`config.mk`:
```
export PLATFORM = sky130hd
export DESIGN_NAME = cmd_frame_rx_flat
export DESIGN_NICKNAME = d
export VERILOG_FILES = /design/src/rtl/comm_pkg.sv /design/src/rtl/cmd_frame_rx_if.sv /design/src/rtl/resp_tx_buf.sv /design/src/rtl/cmd_frame_rx.sv /design/src/flat_wrapper.sv
export SDC_FILE = /design/constraint.sdc
export NUM_CORES = 1
export LEC_CHECK = 0
export BUFFER_PORTS_ARGS = -buffer_cell sky130_fd_sc_hd__buf_2
export CAP_MARGIN = 20
export CORE_MARGIN = 2
export CORE_UTILIZATION = 59
export CTS_BUF_LIST = sky130_fd_sc_hd__clkbuf_2 sky130_fd_sc_hd__clkbuf_4 sky130_fd_sc_hd__clkbuf_8
export DETAILED_ROUTE_END_ITERATION = 8
export PLACE_DENSITY_LB_ADDON = 0.25
export SETUP_SLACK_MARGIN = 0.15
export SLEW_MARGIN = 10
export SYNTH_ARGS = -nofsm -noshare
export SYNTH_HDL_FRONTEND = slang
export SYNTH_SLANG_ARGS = --single-unit
export TNS_END_PERCENT = 50
```
`constraint.sdc`:
```
create_clock -name clk -period 3.4 [get_ports clk]
set_input_delay 0.34 -clock clk [delete_from_list [all_inputs] [get_ports clk]]
set_output_delay 0.34 -clock clk [all_outputs]
set_load 0.005 [all_outputs]
```
`src/rtl/comm_pkg.sv`:
```
// Shared types and constants for the wireless command link: rx/tx state
// encodings, command opcodes and the positive acknowledge byte.
package comm_pkg;

   typedef enum logic [1:0] {
      IDLE = 2'd0,
      HIGH = 2'd1,
      LOW  = 2'd2
   } rx_state_t;

   typedef enum logic {
      TX_IDLE = 1'b0,
      TX_BUSY = 1'b1
   } tx_state_t;

   localparam logic [7:0] REQ_BATT  = 8'h01;
   localparam logic [7:0] SET_PTCH  = 8'h02;
   localparam logic [7:0] SET_ROLL  = 8'h03;
   localparam logic [7:0] SET_YAW   = 8'h04;
   localparam logic [7:0] SET_THRST = 8'h05;
   localparam logic [7:0] CALIBRATE = 8'h06;
   localparam logic [7:0] EMER_LAND = 8'h07;
   localparam logic [7:0] MTRS_OFF  = 8'h08;

   localparam logic [7:0] POS_ACK   = 8'hA5;

endpackage

```
`src/rtl/cmd_frame_rx_if.sv`:
```
// Bundle of the UART-facing and command-facing handshake signals of cmd_frame_rx.
// master = surrounding system (UART, command block), slave = cmd_frame_rx.
interface cmd_frame_rx_if;

   logic        rx_rdy;
   logic [7:0]  rx_data;
   logic        clr_rx_rdy;
   logic        cmd_rdy;
   logic [7:0]  cmd;
   logic [15:0] data;
   logic        clr_cmd_rdy;
   logic        snd_resp;
   logic [7:0]  resp;
   logic        trmt;
   logic [7:0]  tx_data;
   logic        tx_done;
   logic        frame_err;

   modport master (
      output rx_rdy, rx_data, clr_cmd_rdy, snd_resp, resp, tx_done,
      input  clr_rx_rdy, cmd_rdy, cmd, data, trmt, tx_data, frame_err
   );

   modport slave (
      input  rx_rdy, rx_data, clr_cmd_rdy, snd_resp, resp, tx_done,
      output clr_rx_rdy, cmd_rdy, cmd, data, trmt, tx_data, frame_err
   );

endinterface

```
`src/rtl/resp_tx_buf.sv`:
```
// Response transmit path: starts UART transmits of 1-byte responses and holds
// at most one pending byte while a transmit is in flight.
module resp_tx_buf
   import comm_pkg::*;
(
   input  logic       clk,
   input  logic       rst,
   input  logic       snd_resp,
   input  logic [7:0] resp,
   input  logic       tx_done,
   output logic       trmt,
   output logic [7:0] tx_data
);

   tx_state_t  state, state_nxt;
   logic       pend_valid;
   logic [7:0] pend_data;
   logic       done_busy;
   logic       free;
   logic       load_resp;
   logic       load_pend;
   logic       write_pend;

   // A tx_done with nothing pending frees the transmitter within the same
   // cycle, so a coincident snd_resp is sent straight away rather than parked.
   assign done_busy = (state == TX_BUSY) && tx_done;
   assign free      = (state == TX_IDLE) || (done_busy && !pend_valid);

   always_ff @(posedge clk) begin
      if (rst) state <= TX_IDLE;
      else     state <= state_nxt;
   end

   always_comb begin
      state_nxt = state;
      if (free) state_nxt = snd_resp ? TX_BUSY : TX_IDLE;
   end

   always_comb begin
      load_resp  = snd_resp && free;
      load_pend  = done_busy && pend_valid;
      write_pend = snd_resp && !free;
   end

   always_ff @(posedge clk) begin
      if (rst) begin
         trmt       <= 1'b0;
         tx_data    <= 8'h00;
         pend_valid <= 1'b0;
         pend_data  <= 8'h00;
      end else begin
         trmt <= load_resp || load_pend;
         if (load_resp)      tx_data <= resp;
         else if (load_pend) tx_data <= pend_data;
         if (write_pend) begin
            pend_data  <= resp;
            pend_valid <= 1'b1;
         end else if (load_pend) begin
            pend_valid <= 1'b0;
         end
      end
   end

endmodule

```
`src/rtl/cmd_frame_rx.sv`:
```
// Assembles 3-byte UART frames into cmd/data with a cmd_rdy handshake and
// queues response bytes to the UART transmitter. Optional inter-byte gap
// timeout is enabled by defining FRAME_TIMEOUT_EN.
module cmd_frame_rx
   import comm_pkg::*;
#(
   parameter int TIMEOUT_CYC = 2_500_000,
   parameter int TMR_W       = 22
) (
   input  logic           clk,
   input  logic           rst,
   cmd_frame_rx_if.slave  bus
);

   if (2**TMR_W <= TIMEOUT_CYC) begin : g_tmr_w_check
      $error("TMR_W too narrow to count TIMEOUT_CYC");
   end

   rx_state_t   state, state_nxt;
   logic        accept;
   logic        stage_op;
   logic        stage_hi;
   logic        frame_done;
   logic        timeout;
   logic        clr_rx_rdy_q;
   logic        cmd_rdy_q;
   logic        frame_err_q;
   logic [7:0]  op_q;
   logic [7:0]  hi_q;
   logic [7:0]  cmd_q;
   logic [15:0] data_q;
   logic        trmt;
   logic [7:0]  tx_data;

   // rx_rdy is a level held until the clear pulse lands; masking with our own
   // pending clear keeps one byte from being taken twice.
   assign accept = bus.rx_rdy && !clr_rx_rdy_q;

`ifdef FRAME_TIMEOUT_EN
   localparam logic [TMR_W-1:0] GAP_LAST = TMR_W'(TIMEOUT_CYC - 1);
   logic [TMR_W-1:0] gap_cnt;

   assign timeout = (state != IDLE) && !accept && (gap_cnt == GAP_LAST);

   always_ff @(posedge clk) begin
      if (rst || accept || state == IDLE) gap_cnt <= '0;
      else                                gap_cnt <= gap_cnt + 1'b1;
   end
`else
   assign timeout = 1'b0;
`endif

   always_ff @(posedge clk) begin
      // NOTE: registered state always uses non-blocking assignment.
      if (rst) state <= IDLE;
      else     state <= state_nxt;
   end

   always_comb begin
      // NOTE: default first, so every path assigns state_nxt and no latch forms.
      state_nxt = state;
      case (state)
         IDLE:    if (accept) state_nxt = HIGH;
         HIGH:    if (accept) state_nxt = LOW;
                  else if (timeout) state_nxt = IDLE;
         LOW:     if (accept || timeout) state_nxt = IDLE;
         default: state_nxt = IDLE;
      endcase
   end

   always_comb begin
      stage_op   = 1'b0;
      stage_hi   = 1'b0;
      frame_done = 1'b0;
      case (state)
         IDLE:    stage_op   = accept;
         HIGH:    stage_hi   = accept;
         LOW:     frame_done = accept;
         default: ;
      endcase
   end

   always_ff @(posedge clk) begin
      if (rst) begin
         clr_rx_rdy_q <= 1'b0;
         cmd_rdy_q    <= 1'b0;
         frame_err_q  <= 1'b0;
         op_q         <= 8'h00;
         hi_q         <= 8'h00;
         cmd_q        <= 8'h00;
         data_q       <= 16'h0000;
      end else begin
         clr_rx_rdy_q <= accept;
         frame_err_q  <= timeout;
         if (stage_op) op_q <= bus.rx_data;
         if (stage_hi) hi_q <= bus.rx_data;
         // cmd/data change only on the final byte so the consumer never sees
         // a half-updated frame while the next one is staging.
         if (frame_done) begin
            cmd_q  <= op_q;
            data_q <= {hi_q, bus.rx_data};
         end
         if (frame_done)                         cmd_rdy_q <= 1'b1;
         else if (bus.clr_cmd_rdy || stage_op)   cmd_rdy_q <= 1'b0;
      end
   end

   resp_tx_buf u_resp_tx_buf (
      .clk      (clk),
      .rst      (rst),
      .snd_resp (bus.snd_resp),
      .resp     (bus.resp),
      .tx_done  (bus.tx_done),
      .trmt     (trmt),
      .tx_data  (tx_data)
   );

   assign bus.clr_rx_rdy = clr_rx_rdy_q;
   assign bus.cmd_rdy    = cmd_rdy_q;
   assign bus.cmd        = cmd_q;
   assign bus.data       = data_q;
   assign bus.frame_err  = frame_err_q;
   assign bus.trmt       = trmt;
   assign bus.tx_data    = tx_data;

endmodule
```
`src/flat_wrapper.sv`:
```
// flat-port wrapper written by rule: the top's interface ports become plain ports
module cmd_frame_rx_flat import comm_pkg::*;
#(
   parameter int TIMEOUT_CYC = 2_500_000,
   parameter int TMR_W       = 22
)
  (clk, rst, bus_rx_rdy, bus_rx_data, bus_clr_cmd_rdy, bus_snd_resp, bus_resp, bus_tx_done, bus_clr_rx_rdy, bus_cmd_rdy, bus_cmd, bus_data, bus_trmt, bus_tx_data, bus_frame_err);
  cmd_frame_rx_if bus_i ();
  input  logic clk;
  input  logic rst;
  input wire logic [$bits(bus_i.rx_rdy)-1:0] bus_rx_rdy;
  input wire logic [$bits(bus_i.rx_data)-1:0] bus_rx_data;
  input wire logic [$bits(bus_i.clr_cmd_rdy)-1:0] bus_clr_cmd_rdy;
  input wire logic [$bits(bus_i.snd_resp)-1:0] bus_snd_resp;
  input wire logic [$bits(bus_i.resp)-1:0] bus_resp;
  input wire logic [$bits(bus_i.tx_done)-1:0] bus_tx_done;
  output wire logic [$bits(bus_i.clr_rx_rdy)-1:0] bus_clr_rx_rdy;
  output wire logic [$bits(bus_i.cmd_rdy)-1:0] bus_cmd_rdy;
  output wire logic [$bits(bus_i.cmd)-1:0] bus_cmd;
  output wire logic [$bits(bus_i.data)-1:0] bus_data;
  output wire logic [$bits(bus_i.trmt)-1:0] bus_trmt;
  output wire logic [$bits(bus_i.tx_data)-1:0] bus_tx_data;
  output wire logic [$bits(bus_i.frame_err)-1:0] bus_frame_err;
  assign bus_i.rx_rdy = bus_rx_rdy;
  assign bus_i.rx_data = bus_rx_data;
  assign bus_i.clr_cmd_rdy = bus_clr_cmd_rdy;
  assign bus_i.snd_resp = bus_snd_resp;
  assign bus_i.resp = bus_resp;
  assign bus_i.tx_done = bus_tx_done;
  assign bus_clr_rx_rdy = bus_i.clr_rx_rdy;
  assign bus_cmd_rdy = bus_i.cmd_rdy;
  assign bus_cmd = bus_i.cmd;
  assign bus_data = bus_i.data;
  assign bus_trmt = bus_i.trmt;
  assign bus_tx_data = bus_i.tx_data;
  assign bus_frame_err = bus_i.frame_err;
  cmd_frame_rx #(.TIMEOUT_CYC(TIMEOUT_CYC), .TMR_W(TMR_W)) u_core (.clk(clk), .rst(rst), .bus(bus_i));
endmodule
```
After elaboration in Yosys (flattened, before gate mapping)

Index checks and enable logic that the tools add are counted.

Eq/ne operators: 5
Mux-type cells: 14
Bitwise operators: 1
Reductions and logical operators: 17

Operators by type and width:

| kind                 | number |
|---|---|
| $mux W8              | 2 |
| $mux W1              | 8 |
| $logic_and A1 B1 Y1  | 6 |
| $mux W2              | 3 |
| $ne A2 B1 Y1 const B | 3 |
| $pmux W2 S3          | 1 |
| $reduce_bool A2 Y1   | 3 |
| $logic_not A1 Y1     | 3 |
| $logic_or A1 B1 Y1   | 3 |
| $reduce_and A3 Y1    | 1 |
| $eq A2 B1 Y1 const B | 1 |
| $eq A2 B2 Y1 const B | 1 |
| $logic_not A2 Y1     | 1 |
| $not A1 Y1           | 1 |

Register bits after elaboration: 63
Input bits: 22
Output and inout bits: 36
Logic and storage cells: 49

Depth between registers and ports, before layout

Depth in word-level cells: 6
Depth in mapped cells: 5
Depth with buffers taken out: 3

Cells and area by module

A second synthesis with hierarchy kept.

Cells, all modules: 285
Area total of the unflattened synthesis: 2426.1 um^2

By module, submodules not included:

| module       | instances | cells an instance | area each (um^2) | seq. area each (um^2) |
|---|---|---|---|---|
| cmd_frame_rx | 1         | 195               | 1614.0           | 880.8 |
| resp_tx_buf  | 1         | 90                | 812.0            | 380.4 |

Least setup slack after synthesis

Ideal clock, no wire load.

Kind: reg-to-reg
From: register u_core.state[1]
To: register u_core.cmd_rdy_q (netlist: u_core.bus.cmd_rdy)
Library setup time: 0.131 ns
Arrival: 1.121 ns
Required time: 3.269 ns
Slack: 2.148 ns
Stages on the path, launching flop included: 5
Path buffers: 1
Period minus slack after synthesis: 1.252 ns
Cell sequence: dfxtp_1 or4b_1 buf_6 nand3b_4 a21oi_2

Word-level cells in the longest chain between the ends: 4
Elaborated cells between the ends (all ways): 7
Those cells by class: 1 x eq/ne; 3 x mux; 3 x reduce/logical

Ends and longest elaborated chain:

| element                             | RTL line            | RTL |
|---|---|---|
| start, declared                     | cmd_frame_rx.sv:19  | `rx_state_t state, state_nxt;` |
| start signal, assigned              | cmd_frame_rx.sv:56  | `else state <= state_nxt;` |
| $logic_not A2 Y1                    | cmd_frame_rx.sv:75  | `case (state)` |
| $mux W1                             | cmd_frame_rx.sv:75  |  |
| $logic_or A1 B1 Y1                  | cmd_frame_rx.sv:104 | `else if (bus.clr_cmd_rdy \|\| stage_op) cmd_rdy_q <= 1'b0;` |
| $reduce_bool A2 Y1 (no source line) | n/a                 |  |
| end signal, assigned                | cmd_frame_rx.sv:86  | `cmd_rdy_q <= 1'b0;` |
| end signal, assigned                | cmd_frame_rx.sv:103 | `if (frame_done) cmd_rdy_q <= 1'b1;` |
| end signal, assigned                | cmd_frame_rx.sv:104 |  |
| end, declared                       | cmd_frame_rx.sv:26  | `logic cmd_rdy_q;` |

Parallel ways exist; a longest one is shown, timed or not.
A chain may end at the register's enable or synchronous reset.

Final worst setup path

From: register u_core.state[0]
To: register u_core.cmd_q[6] (netlist: u_core.bus.cmd[6])

Word-level cells in the longest chain between the ends: 2

Ends and longest elaborated chain:

| element              | RTL line            | RTL |
|---|---|---|
| $eq A2 B2 Y1         | cmd_frame_rx.sv:75  |  |
| $mux W1              | cmd_frame_rx.sv:75  |  |
| end signal, assigned | cmd_frame_rx.sv:100 | `cmd_q <= op_q;` |
| end, declared        | cmd_frame_rx.sv:30  | `logic [7:0] cmd_q;` |

No other way between the ends.

==> flow_summary.toml <==
[timing]
slew_viol_final = 0
rsz0062_at_grt = "false"
holdWs_ps = 269.1
worstMarginPinSlew_ps = 797.8
slew_headroom_pct = 46.67
tns_ps = 0
setup_viol = 0
hold_viol = 0
fin_ws_ps = 1794
clock_skew_ps = 4.941
period_minus_slack_ps = 1606
fmax_mhz = 622.7
fin_crit_sh_pct = 47.23

[die]
die_x_um = 68.31
core_area_um2 = 4000
die_height_um = 68.31
die_area_um2 = 4666
num_rows = 23
io_pins = 58
start_util_pct = 60.99

[synth]
synthCells = 272
synth.yosys.seq_area_share_pct = 51.69
yosysWarnings = 0
synth_ff_type = "dfxtp_1"
synth.top_cell.area_share_pct = 51.69
synth_edf_count = 0
ys_top_cells_by_count = "nand2_1 (64), dfxtp_1 (63), a21oi_1 (44)"
ys_seq_elements = 63
yosys-top-cells-area = "dfxtp_1 (52%), nand2_1 (9.8%), a21oi_1 (9.0%), mux2i_1 (6.6%), nand2b_1 (4.1%)"
syn-num-nets = 294
yosysMostFrequentCell = "nand2_1"
syn_area_per_cell_um2 = 8.970
synth_area_um2 = 2440
synth_cell_types = 30
synth_top_cell_by_area = "dfxtp_1"
synth-async-reset-ratio_pct = 0

[clocking]
cts.path.max_buffers = 2
cts_tree = "built"
postCtsSetupBuffers = 0
h-tree-depth = 3
cts_resized = 0
clkTransAtPathRegs_ps = 60
cts_hold_buffers = 0
cts_buffers = 9
clock-sinks = 63
root_buffer = "clkbuf_8"
clock_latency_ps = 330

[grt]
grt_pass1_vias = 1636
overflow = 0
grt_max_degree = 72
grt_use_total_pct = 22.37
antenna_found_initial = 0
grt_first_pass_wirelength_mm = 7.562

[drt]
drt_first_pass_iters = 4
via_per_inst = 5.223
wl_mm = 4.830
antenna_left = 0
dr_total_vias = 1948
route.detailed.drc = 0
avgRoutedWirePerCell_um = 12.95
drt_iter0_markers = 144

[place]
port_buffers = 56
dp_hpwl_mm = 3.140
post-place-ws_ps = 1515
placed_cell_area_um2 = 2700
gp_congestion = 0.7584
dp.cells = 361

[cells_and_area]
antenna_cells = 0
fin_nets = 346
areaGrowthSynthToFinish_pct = 17.64
fin_cells = 373
drive_above_1_share_pct = 25.70
stdcell_area_um2 = 2870
n_fill_cell = 328

[critical_path]
timing.rr.start = "u_core.state[0]"
cp-startpoint = "u_core.state[0]"
cp.required_ps = 3590
worst-path-max-fanout = 14
crit_slowest_cell = "nand4bb_1"
criticalPathCategory = "reg -> reg"
cp_slowest_stage_delay_ps = 530
crit_family = "simple AND/OR/NAND/NOR gates"
startpoint_type = "register"
cp_num_buf_inv = 1
worstPathCellList = "nand4bb_1 -> buf_4 -> nand2_1 -> a21oi_1"
endpoint_kind = "register"
cp_data_arrival_time_ps = 1790

[power]
p_per_area_nw_per_um2 = 488.9
p_leak_nw = 1.180
vdd_drop_max_mv = 0.2982

[run]
cap_violations = 0

[run_status]
status = "finished clean"

[worst_hold_path]
hp-class = "in -> reg"
holdCritStartpoint = "bus_rx_data[6]"
power by group:
group | internal (mW) | switching, mW
clock network | 0.248 | 0.240
logic | 0.0587 | 0.0692
registers | 0.767 | 0.0198
total | 1.07 | 0.329
registers in the layout, indices dropped and copies added (netlist names):
name	cells
u_core.op_q	8
u_core.bus.clr_rx_rdy	1
u_core.bus.cmd_rdy	1
u_core.bus.cmd	8
u_core.u_resp_tx_buf.pend_data	8
u_core.u_resp_tx_buf.tx_data	8
u_core.hi_q	8
u_core.bus.data	16
u_core.u_resp_tx_buf.trmt	1
u_core.u_resp_tx_buf.pend_valid	1
u_core.u_resp_tx_buf.state	1
u_core.state	2
worst paths after layout:
| path | endpoint | slack, ps | cells past startpoint |
|---|---|---|---|
| worst min register to register | u_core.bus.data[3] | 450 | 2 |
| worst max-delay path | u_core.bus.cmd[6] | 1790 | 4 |
| worst min-delay path | u_core.bus.data[6] | 270 | 3 |
| worst max register to register | u_core.bus.cmd[6] | 1790 | 4 |
worst min-delay path: stages:
cell	delay, ps
buf_2	110
nand2_1	50
a21oi_1	50
kinds of logic after synthesis:
logic type	count (synthesis)	synth area share (%)
simple gates	105	21.33
compound gates	57	13.90
flops	63	51.69
mux	16	6.564
buf+inv	29	6.000
xor+xnor	1	0.3590
other cells	1	0.1537
placed cells by master, fill, tap and decap left out, types with 2 or more instances in the layout:
master,netlist,routed
dfxtp_1,63,63
o221a_2,8,8
mux2i_1,16,16
nor2b_1,2,2
inv_1,11,11
nor3_1,2,2
clkbuf_8,0,9
o21ai_0,3,3
a21oi_1,44,44
nand2_1,64,64
buf_2,6,56
nand2b_1,16,16
nor2_1,11,11
metrics by stage:
stage	total power [mW]	util (%)
after floorplan	0.8843	-
after global placement	0.9222	67.50
after detailed placement	0.9256	67.50
after CTS	1.409	70.79
after global routing	1.461	71.75
final	1.403	71.75
layout make-up:
type                    instances  area (um2)  share of cell area [%]
repair buffers                 59       326.6                   11.38
flip-flops and latches         63        1261                   43.94
inverters                      11       41.29                   1.439
well taps                      50       62.56                   2.180
clock buffers                  10       131.4                   4.577
multi-input cells             180        1047                   36.49
metal layers:
metal | up-vias | wire (um) | track usage (%)
met2 | 52 | 2129 | 32.52
met4 | 0 | 91 | 11.25
met1 | 886 | 2383 | 30.58
li1 | 999 | - | -
met3 | 11 | 226 | 5.921
met5 | - | 0 | 0
No activity file was read; power rests on OpenSTA's default activity.
